==> src/rtl/fir_pkg.sv <==
// Shared sizing helpers for the parametrised FIR datapath.
// Latency: none (compile-time constants and functions only).
// Backpressure: not applicable.
package fir_pkg;

  // Cycles from sample acceptance to the result on out_data.
  localparam int PIPE_LAT = 3;

  // Ceiling log2, used for address and accumulator growth bits.
  function automatic int clog2(input int n);
    int r;
    int v;
    r = 0;
    v = n - 1;
    while (v > 0) begin
      r = r + 1;
      v = v >> 1;
    end
    return r;
  endfunction

  // Full-precision signed product width.
  function automatic int prod_w(input int dw, input int cw);
    return dw + cw;
  endfunction

  // Accumulator width: product width plus growth for summing all taps.
  function automatic int acc_w(input int dw, input int cw, input int taps);
    return dw + cw + clog2(taps);
  endfunction

endpackage

==> src/rtl/fir_filter_param_if.sv <==
// Sample, coefficient-write and result bundle for fir_filter_param.
// Latency: none (wires only).
// Backpressure: none; the sink must take every out_valid cycle.
interface fir_filter_param_if
  import fir_pkg::*;
#(
  parameter int DATA_W = 8,
  parameter int COEF_W = 8,
  parameter int TAPS   = 16,
  parameter int OUT_W  = 8
);
  localparam int ADDR_W = clog2(TAPS);

  logic                     in_valid;
  logic signed [DATA_W-1:0] in_data;
  logic                     coef_we;
  logic [ADDR_W-1:0]        coef_addr;
  logic signed [COEF_W-1:0] coef_data;
  logic                     out_valid;
  logic signed [OUT_W-1:0]  out_data;
  logic                     out_sat;

  // Source / controller side.
  modport master (
    output in_valid, in_data, coef_we, coef_addr, coef_data,
    input  out_valid, out_data, out_sat
  );

  // Filter side.
  modport slave (
    input  in_valid, in_data, coef_we, coef_addr, coef_data,
    output out_valid, out_data, out_sat
  );
endinterface

==> src/rtl/fir_round_sat.sv <==
// Round-half-up, arithmetic right shift by FRAC_BITS and saturate to OUT_W.
// Latency: 1 cycle (registered output), value held while in_valid=0.
// Backpressure: none; one result per valid input cycle.
module fir_round_sat #(
  parameter int IN_W      = 20,
  parameter int OUT_W     = 8,
  parameter int FRAC_BITS = 7
) (
  input  logic                    clk,
  input  logic                    rst,
  input  logic                    in_valid,
  input  logic signed [IN_W-1:0]  in_data,
  output logic                    out_valid,
  output logic signed [OUT_W-1:0] out_data,
  output logic                    out_sat
);
  // One guard bit so adding the rounding constant can never wrap.
  localparam int SW = IN_W + 1;
  localparam logic signed [SW-1:0] MAX_V = {{(SW-OUT_W+1){1'b0}}, {(OUT_W-1){1'b1}}};
  localparam logic signed [SW-1:0] MIN_V = {{(SW-OUT_W+1){1'b1}}, {(OUT_W-1){1'b0}}};

  logic signed [SW-1:0]    ext;
  logic signed [SW-1:0]    rounded;
  logic signed [SW-1:0]    shifted;
  logic signed [OUT_W-1:0] val;
  logic                    sat;

  assign ext = SW'(in_data);

  // With no fractional bits there is nothing to round away.
  generate
    if (FRAC_BITS > 0) begin : g_rnd
      localparam logic signed [SW-1:0] RND = SW'(1) << (FRAC_BITS - 1);
      assign rounded = ext + RND;
    end else begin : g_nornd
      assign rounded = ext;
    end
  endgenerate

  assign shifted = rounded >>> FRAC_BITS;

  // Clip to the signed output range and note whether clipping happened.
  always_comb begin
    val = shifted[OUT_W-1:0];
    sat = 1'b0;
    if (shifted > MAX_V) begin
      val = MAX_V[OUT_W-1:0];
      sat = 1'b1;
    end else if (shifted < MIN_V) begin
      val = MIN_V[OUT_W-1:0];
      sat = 1'b1;
    end
  end

  // Register result; data holds across bubbles, sat flag only shows with valid.
  always_ff @(posedge clk or posedge rst) begin
    if (rst) begin
      out_valid <= 1'b0;
      out_data  <= '0;
      out_sat   <= 1'b0;
    end else begin
      out_valid <= in_valid;
      out_sat   <= in_valid & sat;
      if (in_valid) out_data <= val;
    end
  end
endmodule

==> src/rtl/fir_filter_param.sv <==
// Pipelined direct-form FIR with run-time writable coefficient bank.
// Latency: 3 cycles from sample acceptance to out_data/out_valid.
// Backpressure: none; bubbles on in_valid pass through as bubbles on out_valid.
module fir_filter_param
  import fir_pkg::*;
#(
  parameter int DATA_W    = 8,
  parameter int COEF_W    = 8,
  parameter int TAPS      = 16,
  parameter int OUT_W     = 8,
  parameter int FRAC_BITS = 7
) (
  input logic               clk,
  input logic               rst,
  fir_filter_param_if.slave bus
);
  localparam int PROD_W = prod_w(DATA_W, COEF_W);
  localparam int ACC_W  = acc_w(DATA_W, COEF_W, TAPS);

  logic signed [DATA_W-1:0] x [TAPS];
  logic signed [COEF_W-1:0] c [TAPS];
  logic signed [PROD_W-1:0] p [TAPS];
  logic signed [ACC_W-1:0]  acc_sum;
  logic signed [ACC_W-1:0]  acc;
  logic [PIPE_LAT-1:0]      vld_sr;

  // Delay line advances only on accepted samples; index 0 is the newest.
  always_ff @(posedge clk or posedge rst) begin
    if (rst) begin
      for (int k = 0; k < TAPS; k++) x[k] <= '0;
    end else if (bus.in_valid) begin
      x[0] <= bus.in_data;
      for (int k = 1; k < TAPS; k++) x[k] <= x[k-1];
    end
  end

  // Coefficient bank; out-of-range addresses (non power-of-two TAPS) are dropped.
  always_ff @(posedge clk or posedge rst) begin
    if (rst) begin
      for (int k = 0; k < TAPS; k++) c[k] <= '0;
    end else if (bus.coef_we && (int'(bus.coef_addr) < TAPS)) begin
      c[bus.coef_addr] <= bus.coef_data;
    end
  end

  // Stage 1: per-tap products, so a write landing with a sample already applies to it.
  always_ff @(posedge clk or posedge rst) begin
    if (rst) begin
      for (int k = 0; k < TAPS; k++) p[k] <= '0;
    end else begin
      for (int k = 0; k < TAPS; k++) p[k] <= PROD_W'(x[k]) * PROD_W'(c[k]);
    end
  end

  // Adder tree feeding stage 2; ACC_W has enough growth bits to never wrap.
  always_comb begin
    acc_sum = '0;
    for (int k = 0; k < TAPS; k++) acc_sum = acc_sum + ACC_W'(p[k]);
  end

  // Stage 2: register the sum of products.
  always_ff @(posedge clk or posedge rst) begin
    if (rst) acc <= '0;
    else     acc <= acc_sum;
  end

  // Valid tracks the sample through delay line, products and accumulator.
  always_ff @(posedge clk or posedge rst) begin
    if (rst) vld_sr <= '0;
    else     vld_sr <= {vld_sr[PIPE_LAT-2:0], bus.in_valid};
  end

  // Stage 3: scale, round and clip into the output register.
  fir_round_sat #(
    .IN_W      (ACC_W),
    .OUT_W     (OUT_W),
    .FRAC_BITS (FRAC_BITS)
  ) u_round_sat (
    .clk       (clk),
    .rst       (rst),
    .in_valid  (vld_sr[PIPE_LAT-1]),
    .in_data   (acc),
    .out_valid (bus.out_valid),
    .out_data  (bus.out_data),
    .out_sat   (bus.out_sat)
  );
endmodule

==> src/flat_wrapper.sv <==
// flat-port wrapper written by rule: the top's interface ports become plain ports
module fir_filter_param_flat import fir_pkg::*;
#(
  parameter int DATA_W    = 8,
  parameter int COEF_W    = 8,
  parameter int TAPS      = 16,
  parameter int OUT_W     = 8,
  parameter int FRAC_BITS = 7
)
  (clk, rst, bus_in_valid, bus_in_data, bus_coef_we, bus_coef_addr, bus_coef_data, bus_out_valid, bus_out_data, bus_out_sat);
  fir_filter_param_if #(.DATA_W(DATA_W), .COEF_W(COEF_W), .TAPS(TAPS), .OUT_W(OUT_W)) bus_i ();
  input logic clk;
  input logic rst;
  input wire logic [$bits(bus_i.in_valid)-1:0] bus_in_valid;
  input wire logic [$bits(bus_i.in_data)-1:0] bus_in_data;
  input wire logic [$bits(bus_i.coef_we)-1:0] bus_coef_we;
  input wire logic [$bits(bus_i.coef_addr)-1:0] bus_coef_addr;
  input wire logic [$bits(bus_i.coef_data)-1:0] bus_coef_data;
  output wire logic [$bits(bus_i.out_valid)-1:0] bus_out_valid;
  output wire logic [$bits(bus_i.out_data)-1:0] bus_out_data;
  output wire logic [$bits(bus_i.out_sat)-1:0] bus_out_sat;
  assign bus_i.in_valid = bus_in_valid;
  assign bus_i.in_data = bus_in_data;
  assign bus_i.coef_we = bus_coef_we;
  assign bus_i.coef_addr = bus_coef_addr;
  assign bus_i.coef_data = bus_coef_data;
  assign bus_out_valid = bus_i.out_valid;
  assign bus_out_data = bus_i.out_data;
  assign bus_out_sat = bus_i.out_sat;
  fir_filter_param #(.DATA_W(DATA_W), .COEF_W(COEF_W), .TAPS(TAPS), .OUT_W(OUT_W), .FRAC_BITS(FRAC_BITS)) u_core (.clk(clk), .rst(rst), .bus(bus_i));
endmodule
==> config.mk <==
export PLATFORM = sky130hd
export DESIGN_NAME = fir_filter_param_flat
export DESIGN_NICKNAME = d
export VERILOG_FILES = /design/src/rtl/fir_pkg.sv /design/src/rtl/fir_filter_param_if.sv /design/src/rtl/fir_round_sat.sv /design/src/rtl/fir_filter_param.sv /design/src/flat_wrapper.sv
export SDC_FILE = /design/constraint.sdc
export NUM_CORES = 2
export LEC_CHECK = 0
export CORE_UTILIZATION = 29
export CTS_BUF_LIST = sky130_fd_sc_hd__clkbuf_4
export CTS_CLUSTER_DIAMETER = 200
export DETAILED_ROUTE_END_ITERATION = 8
export PLACE_DENSITY = 0.53
export RECOVER_POWER = 25
export SETUP_SLACK_MARGIN = 0.5
export SYNTH_ARGS = -nofsm -noshare
export SYNTH_HDL_FRONTEND = slang
export SYNTH_HIERARCHICAL = 1
export SYNTH_SLANG_ARGS = --single-unit
export TNS_END_PERCENT = 50
==> constraint.sdc <==
create_clock -name clk -period 32 [get_ports clk]
set_input_delay 6.4 -clock clk [delete_from_list [all_inputs] [get_ports clk]]
set_output_delay 6.4 -clock clk [all_outputs]
set_load 0.005 [all_outputs]
=== Word-level counts from Yosys, hierarchy flattened ===
Cells that the tools add are included.

* ROM bits: 0
* Output and inout port bits: 10
* Latch bits: 0
* Word-level logic and storage cells: 99
* Input bits: 24
* Bits in writable memories: 0
* Memories: 0
* Register bits after elaboration: 545

* Shift operators: 0
* $mul: 16
* Multiplexer cells: 7
* Reduce and logical (&&, ||, !) cells: 1
* Magnitude comparators: 4
* Equality and inequality tests: 0
* Add/sub/neg operators: 16
* Bitwise operators: 2
* Divide/modulo/power cells: 0

{| class="wikitable"
|+ Operators with widths
! kind !! count
|-
| 20-bit by 16-bit adder with 20-bit output || 13
|-
| 8-bit by 8-bit multiplier with 16-bit output || 16
|-
| 128-bit bitwise mux || 1
|-
| 8-bit demux with 4-bit select || 1
|-
| 8-bit two-way mux || 3
|-
| 20-bit by 8-bit adder with 21-bit output, second input constant || 1
|-
| 17-bit by 16-bit adder with 18-bit output || 1
|-
| 16-bit by 16-bit adder with 17-bit output || 1
|-
| 14-bit by 8-bit > comparator with 1-bit output, second input constant || 1
|-
| 14-bit by 8-bit less-than comparator with 1-bit output, second input constant || 1
|-
| 5-bit >= comparator, second input constant || 1
|-
| 5-bit by 1-bit less-than comparator with 1-bit output, second input constant || 1
|-
| 4-bit NOT with 5-bit output || 1
|-
| 1-bit two-way mux || 2
|-
| 1-bit bitwise AND || 1
|-
| 1-bit logical AND || 1
|}

=== Depth between registers and ports, before layout ===
* Depth in word-level cells: 15
* Gate-level depth with buffers: 20

=== Hierarchy ===
Netlist, hierarchy kept.

{| class="wikitable"
|+ Modules (own cells, without submodules)
! module !! area each (um2) !! times used !! seq. area each (um2) !! cells an instance
|-
| fir_filter_param || 62572.5 || 1 || 13387.8 || 5944
|-
| fir_round_sat || 777.0 || 1 || 250.2 || 85
|}

=== Worst setup path after synthesis ===
OpenSTA, ideal clock, no wires.

* Path type: input to register
* Start: input bus_in_valid
* End: register u_core/x[0] (netlist name)
* Path buffers: 2
* Path slack: 24437 ps
* Stages: 3
* Arrival time: 7439 ps
* Cell sequence: clkbuf_1 -> buf_1 -> mux2_2

{| class="wikitable"
|+ RTL lines
! item !! line !! RTL
|-
| start: declaration || flat_wrapper.sv:14 || <nowiki>input wire logic [$bits(bus_i.in_valid)-1:0] bus_in_valid;</nowiki>
|-
| end: declaration || fir_filter_param.sv:20 || <nowiki>logic signed [DATA_W-1:0] x [TAPS];</nowiki>
|}

No word-level cell between the ends.

==> results.ini <==
[outcome]
status=completed

[global_routing]
antenna_found_initial=12
met1_usage_pct=19.4
grt_pass1_wl_mm=254
grtUsageMet3_pct=1.94
grt_use_met2_pct=25.6
globalRouteOverflowTotal=0
grt_pass1_vias=44600
grt_max_degree=177
grt_use_total_pct=15.0
grt-busiest-layer=met2

[cts]
clock-root-buffer=clkbuf_4
htree_levels=4
path_clk_slew_ns=0.06
worstSkewPairLatency_ns=1.14
cts-buffers-inserted=158
clockBufferDepth=3
post-cts-setup-buffer-count=0
hold_buffers=0
cts_num_sinks=539
cts_resized=0
cts_tree=built

[setup_path]
crit_chain=clkdlybuf4s50_1 -> inv_8 -> buf_4 -> buf_12
slowest_stage=buf_4
critPathKind=in2async
r2r_slack_ns=26.13
worstSetupEndpointType=asynchronous set/reset pin
cp-start-kind=input pin
timing.rr.end=u_core/acc[16]
r2r_start=u_core/p[98]
required_ns=33.05
crit_fanout=170
startpoint=rst
timing.critical_path.to=u_core/p[60]
cp.arrival_ns=9.48
cpPeakStageDelay_ns=0.82
rr_worst_depth=18

[detailed_routing]
drtAntennaViolNets=0
viasPerCell=4.43
wl_mm=156
drcViolationCount=0
detail_route.wl_per_cell_um=17.2
drt_iter0_drc=1921
firstDrtPassIters=7
vias=40100

[hold_path]
hp-class=reg2reg

[sta]
fin_crit_sh_pct=26.3
clock.fmax_mhz=119
setup_tns_ns=0
worst_slew_pin_slew_ns=1.31
rsz0062_at_grt=no
finalClockSkew_ns=0.0694
maxSlewHeadroom_pct=11.6
period_minus_slack_ns=8.43
finalHoldViolCount=0
slew_viol_final=0
finalSetupViolCount=0

[place]
hpwl_mm=125
place.gp.congestion=0.855
portBuffers=33

[yosys]
synth_fp_nets=7645
synthCells=6019
synth_area_per_cell_sq_um=10.5
synth_area_sq_um=63200
yosys_warnings=6

[cells_and_area]
syn2layout_area_growth_pct=8.33
nets=7720
drive_gt1_share_pct=8.12
nFillCells=22200

[die]
io_pins=34
die_area_sq_um=220000
initial_core_util_pct=29.3
die_h_um=469
row_count=170
die_w_um=469
core-area_sq_um=215000

[job]
max_cap_viol_count=0

## flip-flops by register name, indices dropped and copies added (netlist names)
signal,count
u_core/c,128
u_core/u_round_sat/out_valid,1
u_core/u_round_sat/out_data,8
u_core/vld_sr,3
u_core/u_round_sat/out_sat,1
u_core/acc,14
u_core/p,256
u_core/x,128
## metal layers
layer | wire [um] | part of all wire, % | vias up
li1 | - | - | 18400
met1 | 68300 | 44 | 20800
met2 | 77700 | 50 | 629
met3 | 4760 | 3.1 | 206
met4 | 4800 | 3.1 | 0
met5 | 0 | 0 | -
## placed cells by master (no fill, tap or decap), types with 130 or more instances in the layout
cell      instances
inv_1          1436
fa_1           1112
dfrtp_1         539
and2_1          524
ha_1            490
nand2_1         331
mux2_2          250
xnor2_1         241
clkbuf_4        204
nor2_1          146
nand2b_1        130
## worst min path at each step
| stage | cells past startpoint | to | slack (ns) | startpoint |
|---|---|---|---|---|
| floorplan | 0 | u_core/vld_sr[1] | 0.33 | u_core/vld_sr[0] |
| global placement | 0 | u_core/vld_sr[1] | 0.33 | u_core/vld_sr[0] |
| detailed placement | 0 | u_core/vld_sr[1] | 0.34 | u_core/vld_sr[0] |
| CTS | 0 | u_core/vld_sr[2] | 0.35 | u_core/vld_sr[1] |
| global route | 0 | u_core/vld_sr[2] | 0.38 | u_core/vld_sr[1] |
| finish | 0 | u_core/vld_sr[2] | 0.35 | u_core/vld_sr[1] |
## final cells by class
type	count	area, sq um	share of cell area (%)
inverter	1437	5400	7.89
clock inverter	59	319	0.466
antenna	9	22.5	0.0329
timing repair buffer	37	347	0.506
tap	2838	3550	5.19
multi-input combinational	3921	43800	64.0
clock buffer	204	1530	2.24
sequential	539	13500	19.7
## critical path, delay by kind of cell
family / cells / cell delay (ns)
buf+inv: 4 / 2.49
## stage by stage
step | instance area [sq um] | utilization [%] | hold slack [ns] | instances | worst slack, ns
after detailed placement | 66600 | 30.9 | 0.336 | 8772 | 22.45
after CTS | 68500 | 31.8 | 0.352 | 9035 | 23.46
after floorplan | 63200 | - | 0.331 | 6019 | 10.82
final | 68400 | 31.8 | 0.349 | 9044 | 23.57
after global routing | 68400 | 31.8 | 0.383 | 9044 | 23.30
after global placement | 66600 | 30.9 | 0.333 | 8772 | 22.52
Power is left out: the tool's default activity adds up to more than one toggle a clock period on the data nets, which glitch-free logic cannot reach.
